File: src/rtl/disp_sched.sv
// Display scheduler: rotates four debug sources onto the 7-segment datapath
// on a dwell timer or step input, with a pre-empting urgent requester.
module disp_sched #(
    parameter int DWELL = 50000000,
    parameter int HOLD  = 25000000,
    parameter int CW    = 26
) (
    input  logic         clk,
    input  logic         rst,
    input  logic [127:0] src_data,
    input  logic [3:0]   src_valid,
    input  logic         auto_mode,
    input  logic         step,
    input  logic         urg_req,
    input  logic [31:0]  urg_data,
    output logic         urg_ack,
    output logic [31:0]  out_data,
    output logic         out_en,
    output logic [1:0]   out_sel,
    output logic         busy_urg
);

    localparam logic [1:0] ST_IDLE   = 2'd0;
    localparam logic [1:0] ST_SHOW   = 2'd1;
    localparam logic [1:0] ST_URGENT = 2'd2;

    localparam logic [CW-1:0] DWELL_LAST = CW'(DWELL - 1);
    localparam logic [CW-1:0] HOLD_LAST  = CW'(HOLD - 1);

    logic [1:0]    state_q, state_d;
    logic [CW-1:0] cnt_q, cnt_d;
    logic [1:0]    sel_q, sel_d;
    logic [31:0]   data_q, data_d;
    logic          en_q, en_d;
    logic          ack_q, ack_d;
    logic          busy_q, busy_d;
    logic          step_q, step_d;

    logic          step_edge;
    logic [1:0]    adv_sel;
    logic [1:0]    low_sel;
    logic [1:0]    resume_sel;
    logic [1:0]    load_sel;
    logic          load_src;

    // Next valid index strictly after cur, wrapping; falls back to cur itself.
    function automatic logic [1:0] next_valid(input logic [1:0] cur, input logic [3:0] v);
        logic [1:0] res;
        logic       found;
        res   = cur;
        found = 1'b0;
        for (int i = 1; i <= 3; i++) begin
            if (!found && v[cur + 2'(i)]) begin
                res   = cur + 2'(i);
                found = 1'b1;
            end
        end
        return res;
    endfunction

    function automatic logic [1:0] lowest_valid(input logic [3:0] v);
        logic [1:0] res;
        res = 2'd0;
        for (int i = 3; i >= 0; i--) begin
            if (v[i]) res = 2'(i);
        end
        return res;
    endfunction

    assign step_edge  = step & ~step_q;
    assign adv_sel    = next_valid(sel_q, src_valid);
    assign low_sel    = lowest_valid(src_valid);
    assign resume_sel = src_valid[sel_q] ? sel_q : adv_sel;

    always_comb begin
        state_d  = state_q;
        cnt_d    = cnt_q;
        sel_d    = sel_q;
        data_d   = data_q;
        en_d     = 1'b0;
        ack_d    = 1'b0;
        busy_d   = 1'b0;
        step_d   = step;
        load_sel = sel_q;
        load_src = 1'b0;

        case (state_q)
            ST_IDLE: begin
                if (urg_req) begin
                    state_d = ST_URGENT;
                    data_d  = urg_data;
                    ack_d   = 1'b1;
                    busy_d  = 1'b1;
                    en_d    = 1'b1;
                    cnt_d   = '0;
                end else if (|src_valid) begin
                    state_d  = ST_SHOW;
                    sel_d    = low_sel;
                    load_sel = low_sel;
                    load_src = 1'b1;
                    en_d     = 1'b1;
                    cnt_d    = '0;
                end
            end
            ST_SHOW: begin
                if (urg_req) begin
                    state_d = ST_URGENT;
                    data_d  = urg_data;
                    ack_d   = 1'b1;
                    busy_d  = 1'b1;
                    en_d    = 1'b1;
                    cnt_d   = '0;
                end else if (src_valid == 4'b0000) begin
                    state_d = ST_IDLE;
                end else begin
                    en_d     = 1'b1;
                    load_src = 1'b1;
                    // Step edge, lost source and dwell expiry all share one target.
                    if (step_edge || !src_valid[sel_q] || (auto_mode && cnt_q == DWELL_LAST)) begin
                        sel_d    = adv_sel;
                        load_sel = adv_sel;
                        cnt_d    = '0;
                    end else begin
                        cnt_d = auto_mode ? cnt_q + CW'(1) : '0;
                    end
                end
            end
            ST_URGENT: begin
                busy_d = 1'b1;
                if (!urg_req && cnt_q == HOLD_LAST) begin
                    busy_d = 1'b0;
                    cnt_d  = '0;
                    if (|src_valid) begin
                        state_d  = ST_SHOW;
                        sel_d    = resume_sel;
                        load_sel = resume_sel;
                        load_src = 1'b1;
                        en_d     = 1'b1;
                    end else begin
                        state_d = ST_IDLE;
                    end
                end else if (cnt_q != HOLD_LAST) begin
                    cnt_d = cnt_q + CW'(1);
                end
            end
            default: begin
                state_d = ST_IDLE;
            end
        endcase

        if (load_src) begin
            data_d = src_data[{load_sel, 5'b00000} +: 32];
        end
    end

    always_ff @(posedge clk or negedge rst) begin
        if (!rst) begin
            state_q <= ST_IDLE;
            cnt_q   <= '0;
            sel_q   <= 2'd0;
            data_q  <= 32'd0;
            en_q    <= 1'b0;
            ack_q   <= 1'b0;
            busy_q  <= 1'b0;
            step_q  <= 1'b0;
        end else begin
            state_q <= state_d;
            cnt_q   <= cnt_d;
            sel_q   <= sel_d;
            data_q  <= data_d;
            en_q    <= en_d;
            ack_q   <= ack_d;
            busy_q  <= busy_d;
            step_q  <= step_d;
        end
    end

    assign urg_ack  = ack_q;
    assign out_data = data_q;
    assign out_en   = en_q;
    assign out_sel  = sel_q;
    assign busy_urg = busy_q;

endmodule

File: config.mk
export PLATFORM = sky130hd
export DESIGN_NAME = disp_sched
export DESIGN_NICKNAME = d
export VERILOG_FILES = /design/src/rtl/disp_sched.sv
export SDC_FILE = /design/constraint.sdc
export NUM_CORES = 1
export LEC_CHECK = 0
export CAP_MARGIN = 20
export CORE_ASPECT_RATIO = 2
export CORE_MARGIN = 10
export CORE_UTILIZATION = 35
export DETAILED_ROUTE_END_ITERATION = 10
export GPL_ROUTABILITY_DRIVEN = 1
export PLACE_DENSITY_LB_ADDON = 0.1
export SLEW_MARGIN = 20
export SYNTH_ARGS = -nofsm -noshare
export SYNTH_HDL_FRONTEND = slang
export SYNTH_SLANG_ARGS = --single-unit
File: constraint.sdc
create_clock -name clk -period 2.6 [get_ports clk]
set_input_delay 0.39 -clock clk [delete_from_list [all_inputs] [get_ports clk]]
set_output_delay 0.39 -clock clk [all_outputs]
set_load 0.005 [all_outputs]
[Word-level counts from Yosys, hierarchy flattened]
Index checks and enable logic that the tools add are counted.
Widths: inputs -> output; s select.
Word-level totals
  register bits: 66
  word-level logic and storage cells: 107
Operators by class
  add/subtract/negate cells: 4
  magnitude comparators: 4
  equality and inequality tests: 10
  shift-type cells: 1
  multiplexer cells: 58
  bitwise logic cells: 2
  reductions and logical operators: 20
Operators by type and width (count)
  $mux 26: 8
  $shiftx 128x8->32: 1
  $mux 32: 3
  $pmux 26 s3: 1
  $mux 2: 20
  $add 26x1->26 const B: 1
  $eq 26x25->1 const B: 1
  $eq 26x26->1 const B: 1
  $ne 26x25->1 const B: 1
  $mux 1: 17
  $lt 2x3->1 const B: 4
  $ne 3x3->1 const B: 4
  $pmux 2 s3: 2
  $bmux 1 s2: 4
  $pmux 1 s3: 2
  $add 2x2->2 const B: 2
  $logic_and 1x1->1: 4
  $logic_not 1->1: 4
  $logic_not 4->1: 1
  $reduce_and 4->1: 1
  $reduce_bool 2->1: 2
  $reduce_or 4->1: 1
  $reduce_and 3->1: 1
  $reduce_bool 3->1: 1
  11 further kinds: 12

[Logic depth before layout (Yosys ltp)]
  word-level depth: 16
  mapped depth: 13
  gate-level depth less buffers: 10

[Worst setup path after synthesis]
No wires, ideal clock.
  path type: reg2reg
  start: reg cnt_q[7]
  end: reg data_q[0] (netlist: out_data[0])
  arrival time: 2.565 ns
  path slack: -0.095 ns
  stages on the path, launching flop included: 11
  clock period less this slack: 2.695 ns
  cell sequence: dfrtp_1 > or4_4 > nor4_4 > a211oi_1 > a211oi_2 > a21o_1 > buf_4 > inv_4 > buf_6 > o41ai_2 > nor3_1
Between the ends
  cells in the longest elaborated chain, start to end: 9
  elaborated cells between the ends (all ways): 17
  those cells by class: 2 x eq/ne; 1 x shift; 8 x mux; 6 x reduce/logical
RTL lines
  start, declared: RTL line 31  | logic [CW-1:0] cnt_q, cnt_d;
  start signal, assigned: RTL line 168  | cnt_q <= cnt_d;
  $eq 26x26->1: RTL line 119  | if (step_edge || !src_valid[sel_q] || (auto_mode && cnt_q == DWELL_LAST)) begin
  $logic_and 1x1->1: RTL line 119
  $logic_or 1x1->1: RTL line 119
  $mux 2 (3 in a row)
  $pmux 2 s3
  $shiftx 128x8->32: RTL line 152  | data_d = src_data[{load_sel, 5'b00000} +: 32];
  $mux 32: RTL line 151  | if (load_src) begin
  end signal, assigned: RTL line 170  | data_q <= data_d;
  end, declared: RTL line 33  | logic [31:0] data_q, data_d;
Several ways; a longest one is shown, not always the timed one.
A chain may end at the register's enable or synchronous reset.

[Final worst setup path]
  start: in src_valid[1]
  end: reg data_q[16] (netlist: out_data[16])
Between the ends
  cells in the longest elaborated chain, start to end: 15
  elaborated cells between the ends (all ways): 44
  those cells by class: 1 x shift; 31 x mux; 12 x reduce/logical
RTL lines
  start, declared: RTL line 11  | input logic [3:0] src_valid,
  $bmux 1 s2: RTL line 53  | if (!found && v[cur + 2'(i)]) begin
  $mux 1 (not written as such): RTL line 53
  $mux 1: RTL line 53
  $logic_not 1->1: RTL line 53
  $logic_and 1x1->1: RTL line 53
  $mux 1: RTL line 53
  $logic_not 1->1: RTL line 53
  $logic_and 1x1->1: RTL line 53
  $mux 2: RTL line 53
  $mux 2 (on tied branches) (3 in a row)
  $pmux 2 s3
  $shiftx 128x8->32: RTL line 152
  $mux 32: RTL line 151
Several ways; a longest one is shown, not always the timed one. The select of a mux whose other input is x is not followed.

==> impl_metrics.ini <==
[routing]
antenna_violating_nets_post_route = 0
wl_per_cell_um = 23.66
via_density_per_instance = 6.080
wl_met3_mm = 1.525
drt-initial-drc-count = 311
routed.top_layer = met4
routedLengthMet1_mm = 10.08
first_pass_iteration_count_of_the_detailed_router = 4
drt-total-wl_mm = 29.75
dr_total_vias = 7642
met2_wire_length_mm = 16.33
drc = 0

[run_status]
failed_checks = setup timing
run_status = finished with violations

[placed_design]
post-dp-hpwl_mm = 22.18
placement.io_buffers = 205
post_dp_cell_area_mm2 = 0.009095
dp_cells = 1226
finalWeightedCongestion = 0.9038

[sta]
slew_viol_final = 0
finalSetupViolCount = 37
final_min_period_over_clock_period_pct = 103.4
hold_ws_ns = 0.05881
worst_slew_pin_slew_ns = 0.5002
setup_slack_ns = -0.08800
max_clock_freq_mhz = 372.0
unrepaired_setup_endpoints_after_global_routing = true
count_of_final_hold_check_violations = 0
post-route-min-period_ns = 2.688
relSlewSlack_pct = 66.57
setup-tns-final_ns = -1.441
clock-skew-final_ns = 0.009902

[hold_path]
timing.hold.worst.class = in -> async

[cells_and_area]
finalNetCount = 1216
drive_above_1_share_pct = 25.91
area_occupied_by_multi_input_gates_mm2 = 0.004509
fillers = 1510
commonest_non_fill_non_tap_cell_in_the_layout = sky130_fd_sc_hd__clkdlybuf4s50_1
commonest_non_fill_non_tap_cells_in_the_layout = sky130_fd_sc_hd__clkdlybuf4s50_1, sky130_fd_sc_hd__buf_4, sky130_fd_sc_hd__nand2_1, sky130_fd_sc_hd__dfrtp_1, sky130_fd_sc_hd__o21ai_0
final_design_area_no_fill_mm2 = 0.01027
seq_area_mm2 = 0.001653
areaGrowthSynthToFinish_pct = 71.28
final_cells = 1257

[pwr]
ir_worst_vdd_mv = 0.6473
total_power_mw = 10.37
p_per_area_mw_per_mm2 = 1009
cellLeakagePower_nw = 4.018

[synth]
synth_async_sr_flop_share_pct = 100.0
ys_dominant_reg_cell = sky130_fd_sc_hd__dfrtp_1
syn-cell-area_mm2 = 0.005998
seq_area_frac_synth_pct = 27.53
yosysWarnings = 0
synth_cells = 776
synth.distinct_cells = 63
post_synth.cell_area_avg_um2 = 7.730
number_of_enable_flip_flop_cells_after_synthesis = 0
ys_ff_latch = 66
synth.net_count = 951

[clock_network]
cts.sink_count = 66
clock_path_buffers = 2
cts_tree = yes
cts-buffers-inserted = 9
root_buffer = sky130_fd_sc_hd__clkbuf_16
holdBufCountCts = 0
clk_pin_slew_worst_paths_ns = 0.06
total_number_of_h_tree_levels = 3
clock_latency_at_the_later_pin_of_the_worst_skew_pair_ns = 0.35

[critical_path]
critical_path.max_fanout = 19
critical_path_class = in -> reg
worstReg2RegEnd = out_data[16]
crit_path_start = src_valid[1]
crit_path_end_kind = register
critPathRequiredTime_ns = 2.83
rrSetupSlack_ns = -0.09
worstSetupStartpointType = primary input
crit_arrival_ns = 2.92
timing.reg2reg.worst_path_depth = 10
worstReg2RegStart = cnt_q[7]

[floorplanning]
die_outline_height_um = 205.1
die_w_um = 112.6
floorplan.core_area_mm2 = 0.01677
io_pins = 206
initial_utilization_pct = 35.78
die_area_mm2 = 0.02309
number_of_core_rows = 67

[global_routing]
via_count_of_the_first_global_routing_pass = 7972
first_pass_grt_wire_length_mm = 45.38
grt_antenna_before_repair = 2
groute.usage.overall_pct = 24.72
globalRouteOverflowTotal = 0
pin_count_of_the_biggest_net_entering_global_routing = 67

[job]
timing.max_cap.violations = 0
-- per-stage QoR --
stage | util, % | worst slack (ns)
2_1_floorplan | - | 0.01140
3_3_place_gp | 54.25 | -0.7691
3_5_place_dp | 54.25 | -0.8483
4_1_cts | 59.90 | -0.07356
5_1_grt | 61.25 | -0.2314
6_report | 61.28 | -0.08800
-- report_power, final --
| group | internal (mW) | leakage [nW] | total (mW) | switching (mW) |
|---|---|---|---|---|
| logic | 3.29 | 3.03 | 7.41 | 4.12 |
| clock network | 0.893 | 0.163 | 1.39 | 0.493 |
| registers | 1.36 | 0.827 | 1.57 | 0.209 |
-- worst max-delay path, cell delays in order --
cell	delay [ns]
sky130_fd_sc_hd__clkdlybuf4s50_1	0.43
sky130_fd_sc_hd__buf_6	0.16
sky130_fd_sc_hd__or4_4	0.54
sky130_fd_sc_hd__nand2_4	0.10
sky130_fd_sc_hd__a2bb2oi_4	0.07
sky130_fd_sc_hd__a211oi_4	0.27
sky130_fd_sc_hd__a21o_1	0.25
sky130_fd_sc_hd__inv_4	0.08
sky130_fd_sc_hd__buf_12	0.17
sky130_fd_sc_hd__o41ai_4	0.36
sky130_fd_sc_hd__nor3_1	0.08
-- final cells by class --
class	instances	share of cell area, %
Sequential cell	66	16.09
Antenna cell	4	0.09743
Inverter	47	1.742
Clock buffer	12	2.497
Timing Repair Buffer	339	32.44
Multi-Input combinational cell	578	43.89
Clock inverter	4	0.7185
Tap cell	207	2.521
-- sequential cells by signal, summed over array words and instances (netlist names) --
name      count
busy_urg      1
urg_ack       1
out_sel       2
state_q       2
cnt_q        26
step_q        1
out_en        1
out_data     32
-- logic make-up after synthesis --
family          synth area share [%]
compound gates                 32.19
xor+xnor                       1.168
fa+ha+maj                      1.252
buf+inv                        8.949
flops                          27.53
mux                           0.7092
simple gates                   28.20
-- per-layer routing --
layer / global-route usage, % / vias up
met3: 4.687 / 106
met1: 23.90 / 3700
li1: - / 3518
met4: 15.35 / 0
met5: 0 / -
met2: 46.38 / 318
-- how the worst max path moves through the flow --
stage	end	slack, ns
floorplan	out_data[0]	0.01
global placement	out_data[29]	-0.77
detailed placement	out_data[29]	-0.85
CTS	out_data[16]	-0.07
global route	out_data[15]	-0.23
finish	out_data[16]	-0.09
-- what timing repair did --
action | 4_1_cts | 5_1_grt
gates cloned | 2 | 1
setup buffers | 7 | 1
pin swaps | 13 | 1
endpoints found under the setup margin | 57 | 58
resized for setup | 87 | 29
-- cells in the mapped netlist, drive strengths merged, types with 4 or more instances --
cell / number / area [µm²]
a21oi: 11 / 58.81
xnor2: 7 / 61.31
dfrtp: 66 / 1652
or3: 5 / 31.28
o41ai: 31 / 481.7
nand2: 92 / 345.3
nand3: 40 / 200.2
a211oi: 37 / 282.8
inv: 46 / 175.2
clkbuf: 68 / 255.2
a21o: 7 / 52.55
o21ai: 58 / 290.3
o31ai: 38 / 285.3
ha: 6 / 75.07
nand4: 10 / 62.56
and3: 13 / 81.33
nor4: 71 / 474.2
nor3: 42 / 215.2
nand2b: 6 / 37.54
buf: 17 / 102.6
nor2: 24 / 90.09
o311ai: 31 / 271.5
nor2b: 4 / 25.02
No activity file was read; power rests on OpenSTA's default activity.
